### config.mk
export PLATFORM = sky130hd
export DESIGN_NAME = mpsoc_dbg_crc_seq
export DESIGN_NICKNAME = d
export VERILOG_FILES = /design/src/rtl/mpsoc_dbg_crc_seq.sv
export SDC_FILE = /design/constraint.sdc
export NUM_CORES = 1
export LEC_CHECK = 0
export ABC_CLOCK_PERIOD_IN_PS = 2450
export BUFFER_PORTS_ARGS = -buffer_cell sky130_fd_sc_hd__buf_2
export CAP_MARGIN = 0
export CORE_UTILIZATION = 45
export CTS_CLUSTER_DIAMETER = 200
export CTS_CLUSTER_SIZE = 16
export DETAILED_ROUTE_END_ITERATION = 6
export PLACE_DENSITY = 0.65
export SETUP_SLACK_MARGIN = 0.3
export SKIP_CTS_REPAIR_TIMING = 1
export SYNTH_ARGS = -nofsm -noshare
export SYNTH_HDL_FRONTEND = slang
export SYNTH_SLANG_ARGS = --single-unit
### constraint.sdc
create_clock -name clk -period 2.45 [get_ports clk]
set_clock_uncertainty 0.15 [all_clocks]
set_input_delay 0.49 -clock clk [delete_from_list [all_inputs] [get_ports clk]]
set_output_delay 0.49 -clock clk [all_outputs]
set_load 0.01 [all_outputs]
### src/rtl/mpsoc_dbg_crc_seq.sv
// Burst CRC sequencer: steers the serial CRC32 engine through the data and CRC phases
// of a debug burst. It checks the host CRC on writes and shifts the engine CRC out on reads.
module mpsoc_dbg_crc_seq #(
  parameter int unsigned WORD_BITS = 32,
  parameter int unsigned CNT_W     = 16
) (
  input  logic             clk,
  input  logic             rstn,
  input  logic             start,
  input  logic             dir,
  input  logic [CNT_W-1:0] word_count,
  input  logic             abort,
  input  logic             bit_valid,
  input  logic             tdi,
  input  logic             rd_bit,
  input  logic             crc_serial,
  output logic             crc_clr,
  output logic             crc_enable,
  output logic             crc_shift,
  output logic             crc_data,
  output logic             tdo,
  output logic             word_done,
  output logic             busy,
  output logic             done,
  output logic             crc_ok
);

  localparam int unsigned     BIT_W    = (WORD_BITS > 1) ? $clog2(WORD_BITS) : 1;
  localparam logic [BIT_W-1:0] BIT_LAST = BIT_W'(WORD_BITS - 1);

  typedef enum logic [2:0] {
    S_IDLE,
    S_DATA,
    S_CRC,
    S_STATUS,
    S_DONE
  } state_t;

  state_t           state;
  logic             dir_q;
  logic [CNT_W-1:0] wcnt;
  logic [BIT_W-1:0] bitcnt;
  logic [4:0]       crccnt;
  logic             mismatch;
  logic             bit_err;
  logic             last_bit;

  always_comb begin
    bit_err    = tdi ^ crc_serial;
    last_bit   = (bitcnt == BIT_LAST);
    crc_clr    = 1'b0;
    crc_enable = 1'b0;
    crc_shift  = 1'b0;
    crc_data   = 1'b0;
    tdo        = 1'b0;
    word_done  = 1'b0;
    // abort suppresses every engine control in the cycle it is asserted
    if (!abort) begin
      unique case (state)
        S_IDLE:   crc_clr = start;
        S_DATA: begin
          crc_enable = bit_valid;
          crc_data   = dir_q ? rd_bit : tdi;
          tdo        = dir_q & rd_bit;
          word_done  = bit_valid & last_bit;
        end
        S_CRC: begin
          crc_shift = bit_valid;
          tdo       = dir_q & crc_serial;
        end
        S_STATUS: tdo = ~mismatch;
        default:  ;
      endcase
    end
  end

  always_ff @(posedge clk or negedge rstn) begin
    if (!rstn) begin
      state    <= S_IDLE;
      dir_q    <= 1'b0;
      wcnt     <= '0;
      bitcnt   <= '0;
      crccnt   <= '0;
      mismatch <= 1'b0;
      busy     <= 1'b0;
      done     <= 1'b0;
      crc_ok   <= 1'b0;
    end else if (abort) begin
      state    <= S_IDLE;
      wcnt     <= '0;
      bitcnt   <= '0;
      crccnt   <= '0;
      mismatch <= 1'b0;
      busy     <= 1'b0;
      done     <= 1'b0;
      crc_ok   <= 1'b0;
    end else begin
      done <= 1'b0;
      unique case (state)
        S_IDLE: begin
          if (start) begin
            dir_q    <= dir;
            wcnt     <= word_count;
            bitcnt   <= '0;
            crccnt   <= '0;
            mismatch <= 1'b0;
            crc_ok   <= 1'b0;
            busy     <= 1'b1;
            state    <= (word_count != '0) ? S_DATA : S_CRC;
          end
        end
        S_DATA: begin
          if (bit_valid) begin
            if (last_bit) begin
              bitcnt <= '0;
              if (wcnt != '0) wcnt <= wcnt - 1'b1;
              if (wcnt <= CNT_W'(1)) state <= S_CRC;
            end else begin
              bitcnt <= bitcnt + 1'b1;
            end
          end
        end
        S_CRC: begin
          if (bit_valid) begin
            crccnt <= crccnt + 1'b1;
            if (!dir_q) mismatch <= mismatch | bit_err;
            if (crccnt == 5'd31) begin
              crccnt <= '0;
              if (dir_q) begin
                state <= S_DONE;
                done  <= 1'b1;
              end else begin
                // include the 32nd bit's compare, which has not reached mismatch yet
                state  <= S_STATUS;
                crc_ok <= ~(mismatch | bit_err);
              end
            end
          end
        end
        S_STATUS: begin
          if (bit_valid) begin
            state <= S_DONE;
            done  <= 1'b1;
          end
        end
        S_DONE: begin
          state <= S_IDLE;
          busy  <= 1'b0;
        end
        default: begin
          state <= S_IDLE;
          busy  <= 1'b0;
        end
      endcase
    end
  end

endmodule
-- After elaboration in Yosys (flattened, before gate mapping)
Index checks and enable logic that the tools add are counted.
- flip-flop bits (word level): 34
- output and inout port bits: 9
- word-level logic and storage cells: 108
- add/subtract/negate cells: 3
- $lt $le $gt $ge: 1
- equal/unequal tests: 15
- muxes and demuxes: 58
- bitwise gates (word level): 8
- reductions and logical operators: 14
- operators by type and width (kind ; count):
    16-bit two-way mux ; 5
    5-bit two-way mux ; 7
    16-bit case mux with 2 select lines ; 1
    16-bit nonzero test ; 2
    1-bit two-way mux ; 27
    3-bit two-way mux ; 9
    3-bit != test (second input constant) ; 9
    5-bit case mux with 2 select lines ; 2
    16-bit by 1-bit less-or-equal comparator with 1-bit output (second input constant) ; 1
    16-bit by 1-bit subtractor with 16-bit output (second input constant) ; 1
    3-bit case mux with 4 select lines ; 1
    5-bit by 1-bit adder with 5-bit output (second input constant) ; 2
    5-bit equality test (second input constant) ; 2
    5-bit AND reduction ; 2
    3-bit AND reduction ; 3
    1-bit case mux with 2 select lines ; 4
    7-bit AND reduction ; 1
    3-bit by 2-bit equality test with 1-bit output (second input constant) ; 2
    3-bit nonzero test ; 2
    4-bit AND reduction ; 1
    1-bit AND ; 3
    3-bit by 1-bit equality test with 1-bit output (second input constant) ; 1
    3-bit logical NOT ; 1
    1-bit inverter ; 3
    other kinds (7) ; 7

-- Longest topological paths before layout
- depth after elaboration: 8
- mapped depth: 8
- depth with buffers taken out: 8

-- Least setup slack after synthesis
Ideal clock, no wire load.
- path kind: flip-flop to flip-flop
- start point: register wcnt[0]
- end point: register wcnt[14]
- setup time: 0.129 ns
- data arrival time: 1.858 ns
- data required time: 2.171 ns
- setup slack: 0.312 ns
- cell stages (with the launch flop): 9
- period minus slack after synthesis: 2.138 ns
- cells stage by stage: dfrtp_1 > inv_1 > ha_1 > or4b_1 > clkbuf_1 > nor2_2 > a21oi_1 > o31ai_1 > o21ai_1
- word-level cells in the longest chain between the ends: 6
- elaborated cells on any way between the ends: 9
- classes of those cells: add/sub: 1; eq/ne: 1; mux: 5; reduce/logical: 2
- RTL lines (item ; RTL line ; text):
    start: declaration ; 41 ; logic [CNT_W-1:0] wcnt;
    start signal: assignment ; 103 ; wcnt <= word_count;
    start signal: assignment ; 116 ; if (wcnt != '0) wcnt <= wcnt - 1'b1;
    16-bit by 1-bit subtractor with 16-bit output ; 116 ;
    16-bit two-way mux ; 116 ;
    16-bit two-way mux ; 114 ; if (last_bit) begin
    16-bit two-way mux ; 113 ; if (bit_valid) begin
    16-bit case mux with 2 select lines ; 99 ; unique case (state)
    16-bit two-way mux ; 88 ; end else if (abort) begin
Several ways; a longest one is shown, not always the timed one. The select of a mux whose other input is x is not followed.
A chain may end at the register's enable or synchronous reset.

-- Final worst setup path
- start point: register bitcnt[0]
- end point: register wcnt[4]
- word-level cells in the longest chain between the ends: 3
- RTL lines (item ; RTL line ; text):
    start: declaration ; 42 ; logic [BIT_W-1:0] bitcnt;
    start signal: assignment ; 119 ; bitcnt <= bitcnt + 1'b1;
    5-bit equality test ; 50 ; last_bit = (bitcnt == BIT_LAST);
    3-bit != test (no line) ; n/a ;
    5-bit AND reduction (no line) ; n/a ;
Every way passes these cells.

==> impl_metrics.ini <==
[global_route]
grt_pass1_vias = 1959
antenna_found_initial = 0
grt_pass1_wl_mm = 9.38
grt_max_degree = 35
grt_usage_pct = 23.3
overflow = 0

[clocking]
cts_tree = yes
root_buffer = clkbuf_8
clockBufferDepth = 2
insertion_delay_ns = 0.29
cts-buffers-inserted = 5
cts_max_level = 2
clk_pin_slew_ns = 0.07
clock_sinks = 34

[power]
pwr-share-clk_pct = 14.2
pwr-share-comb_pct = 54.6
leakage_nw = 1.32
total_power_mw = 3.05
p_int_mw = 1.68
switching_power_mw = 1.37
ir_drop_v = 0.000611
seq_power_share_pct = 31.2
p_per_area_nw_per_um2 = 1080
swShare_pct = 44.8

[synth]
syn_inst = 253
synth.top_cells.by_count = dfrtp_1, nor2_1, o21ai_1, a21oi_1
synthArstFlopShare_pct = 100
syn_avg_cell_area_um2 = 8.86
synth_edf_count = 0
synthDistinctLibCells = 55
netlist.area_leader.share_pct = 37.9
synth_warnings = 0
yosysTopAreaCell = dfrtp_1
synthTopCellsByArea = dfrtp_1, nor2_1, o31ai_1, ha_1, o21ai_1
syn_area_um2 = 2240
synth-main-ff-cell = dfrtp_1
synth_nets = 285
synth_seq_area_share_pct = 37.9
ys_seq_elements = 34
post-synth-top-count-cell = dfrtp_1

[floorplanning]
die_w_um = 72.6
fp-row-count = 25
die_h_um = 72.6
start_util_pct = 47.2
ioPinCount = 34
die_area_um2 = 5270
core_area_um2 = 4750

[routing]
drc = 0
route.detailed.wl_per_inst_um = 16.3
vias = 2197
postRouteWirelength_mm = 6.13
viasPerCell = 5.86
drtIter0Drc = 226
ant_nets = 0
dr.pass1.iters = 4

[worst_setup_path]
r2r_setup_slack_ns = 0.29
r2r-start = bitcnt[0]
endpoint_kind = flip-flop
r2r_cells = 8
worstSetupPathType = reg -> reg
crit_fanout = 7
cp.arrival_ns = 2.23
cp.required_ns = 2.51
cp-start-kind = flip-flop
r2r-end = wcnt[4]

[timing]
fin_crit_sh_pct = 88.3
post-route-min-period_ns = 2.16
rsz0062_at_grt = true
finalHoldViolCount = 0
setup_tns_ns = 0
slew_violations = 0
worstMarginPinSlew_ns = 0.809
timing.slew.headroom_pct = 46.1
fmax_mhz = 462
setup_violations = 0
fin_ws_ns = 0.286

[placed_design]
io_buffers = 33
dpl_cell_area_um2 = 2490
dp_hpwl_mm = 4.12
pre_cts_ws_ns = 0.128
place_congestion = 0.871

[finish]
drive_above_1_share_pct = 32.8
areaGrowthSynthToFinish_pct = 26.2
design_area_um2 = 2830
final_nets = 339
diodes = 0
utilization_pct = 59.5

[flow_run]
cap_violations = 0

[run_status]
status = finished, final reports clean

[hold_path]
min_path_type = in -> async
power groups by stage:
stage | sequential [mW] | clock, mW | combinational, mW
detailed placement | 0.955 | 0 | 1.42
global route | 0.972 | 0.466 | 1.82
CTS | 0.947 | 0.447 | 1.42
global placement | 0.951 | 0 | 1.41
floorplan | 0.866 | 0 | 1.12
finish | 0.953 | 0.434 | 1.67
worst max-delay path by stage:
| stage | start | to | slack [ns] | cells after the start |
|---|---|---|---|---|
| CTS | bitcnt[0] | word_done | 0.07 | 5 |
| floorplan | wcnt[0] | wcnt[14] | 0.31 | 8 |
| global route | bitcnt[0] | wcnt[10] | 0.23 | 8 |
| finish | bitcnt[0] | wcnt[4] | 0.29 | 8 |
| global placement | wcnt[1] | wcnt[14] | 0.24 | 7 |
| detailed placement | wcnt[1] | wcnt[10] | 0.13 | 7 |
flip-flops by register name, indices dropped and copies added (netlist names):
signal and cells:
wcnt 16, bitcnt 5, crccnt 5, state 3
busy 1, crc_ok 1, dir_q 1, done 1
mismatch 1
metrics by stage:
stage | cells | hold WS [ns]
6_report | 375 | 0.136
5_1_grt | 375 | 0.206
4_1_cts | 359 | 0.154
3_5_place_dp | 351 | 0.313
3_3_place_gp | 351 | 0.312
2_1_floorplan | 253 | 0.0444
layout make-up:
type / count / area [um^2]
Multi-Input combinational cell: 202 / 1410
Tap cell: 67 / 83.8
Timing Repair Buffer: 58 / 368
Inverter: 6 / 22.5
Sequential cell: 34 / 857
Clock inverter: 1 / 5.00
Clock buffer: 7 / 86.3
Fill cell: 451 / 1920
cell families after synthesis:
family	count (synthesis)	synth area share, %
AOI/OAI and AO/OA	86	25.0
muxes	7	3.24
and+or+nand+nor	100	25.3
buffers and inverters	18	4.18
adders and majority gates	7	3.91
DFF	34	37.9
xor gates and xnor gates	1	0.391
cells in the final DEF (no fill, tap or decap), types with 3 or more instances in the layout:
cell / instances
nand4_1: 3
dfrtp_1: 29
buf_2: 32
ha_1: 4
o21ai_1: 15
o21ai_0: 13
and3_1: 3
o31ai_1: 11
or4_4: 3
inv_1: 4
mux2i_1: 5
clkbuf_8: 6
nand2b_1: 4
dfrtp_2: 5
nor3_1: 8
buf_6: 4
nor4_1: 9
nor2_1: 27
buf_4: 21
nand3_1: 8
a21oi_1: 14
a21o_1: 3
o31a_1: 3
nand2_1: 13
a22o_1: 4
worst max-delay path, cell delays in order, from the launching register on:
cell	delay (ns)
dfrtp_1	0.39
ha_2	0.21
and3_4	0.20
ha_4	0.15
buf_4	0.11
a21oi_2	0.07
buf_4	0.15
or4_4	0.49
o2bb2ai_1	0.17
layer usage:
layer / track usage, % / share of wire, %
met3: 5.52 / 7.2
met4: 7.41 / 0.75
met2: 36.9 / 47
met5: 0 / 0
met1: 31.5 / 45
No activity file was read; power rests on OpenSTA's default activity.
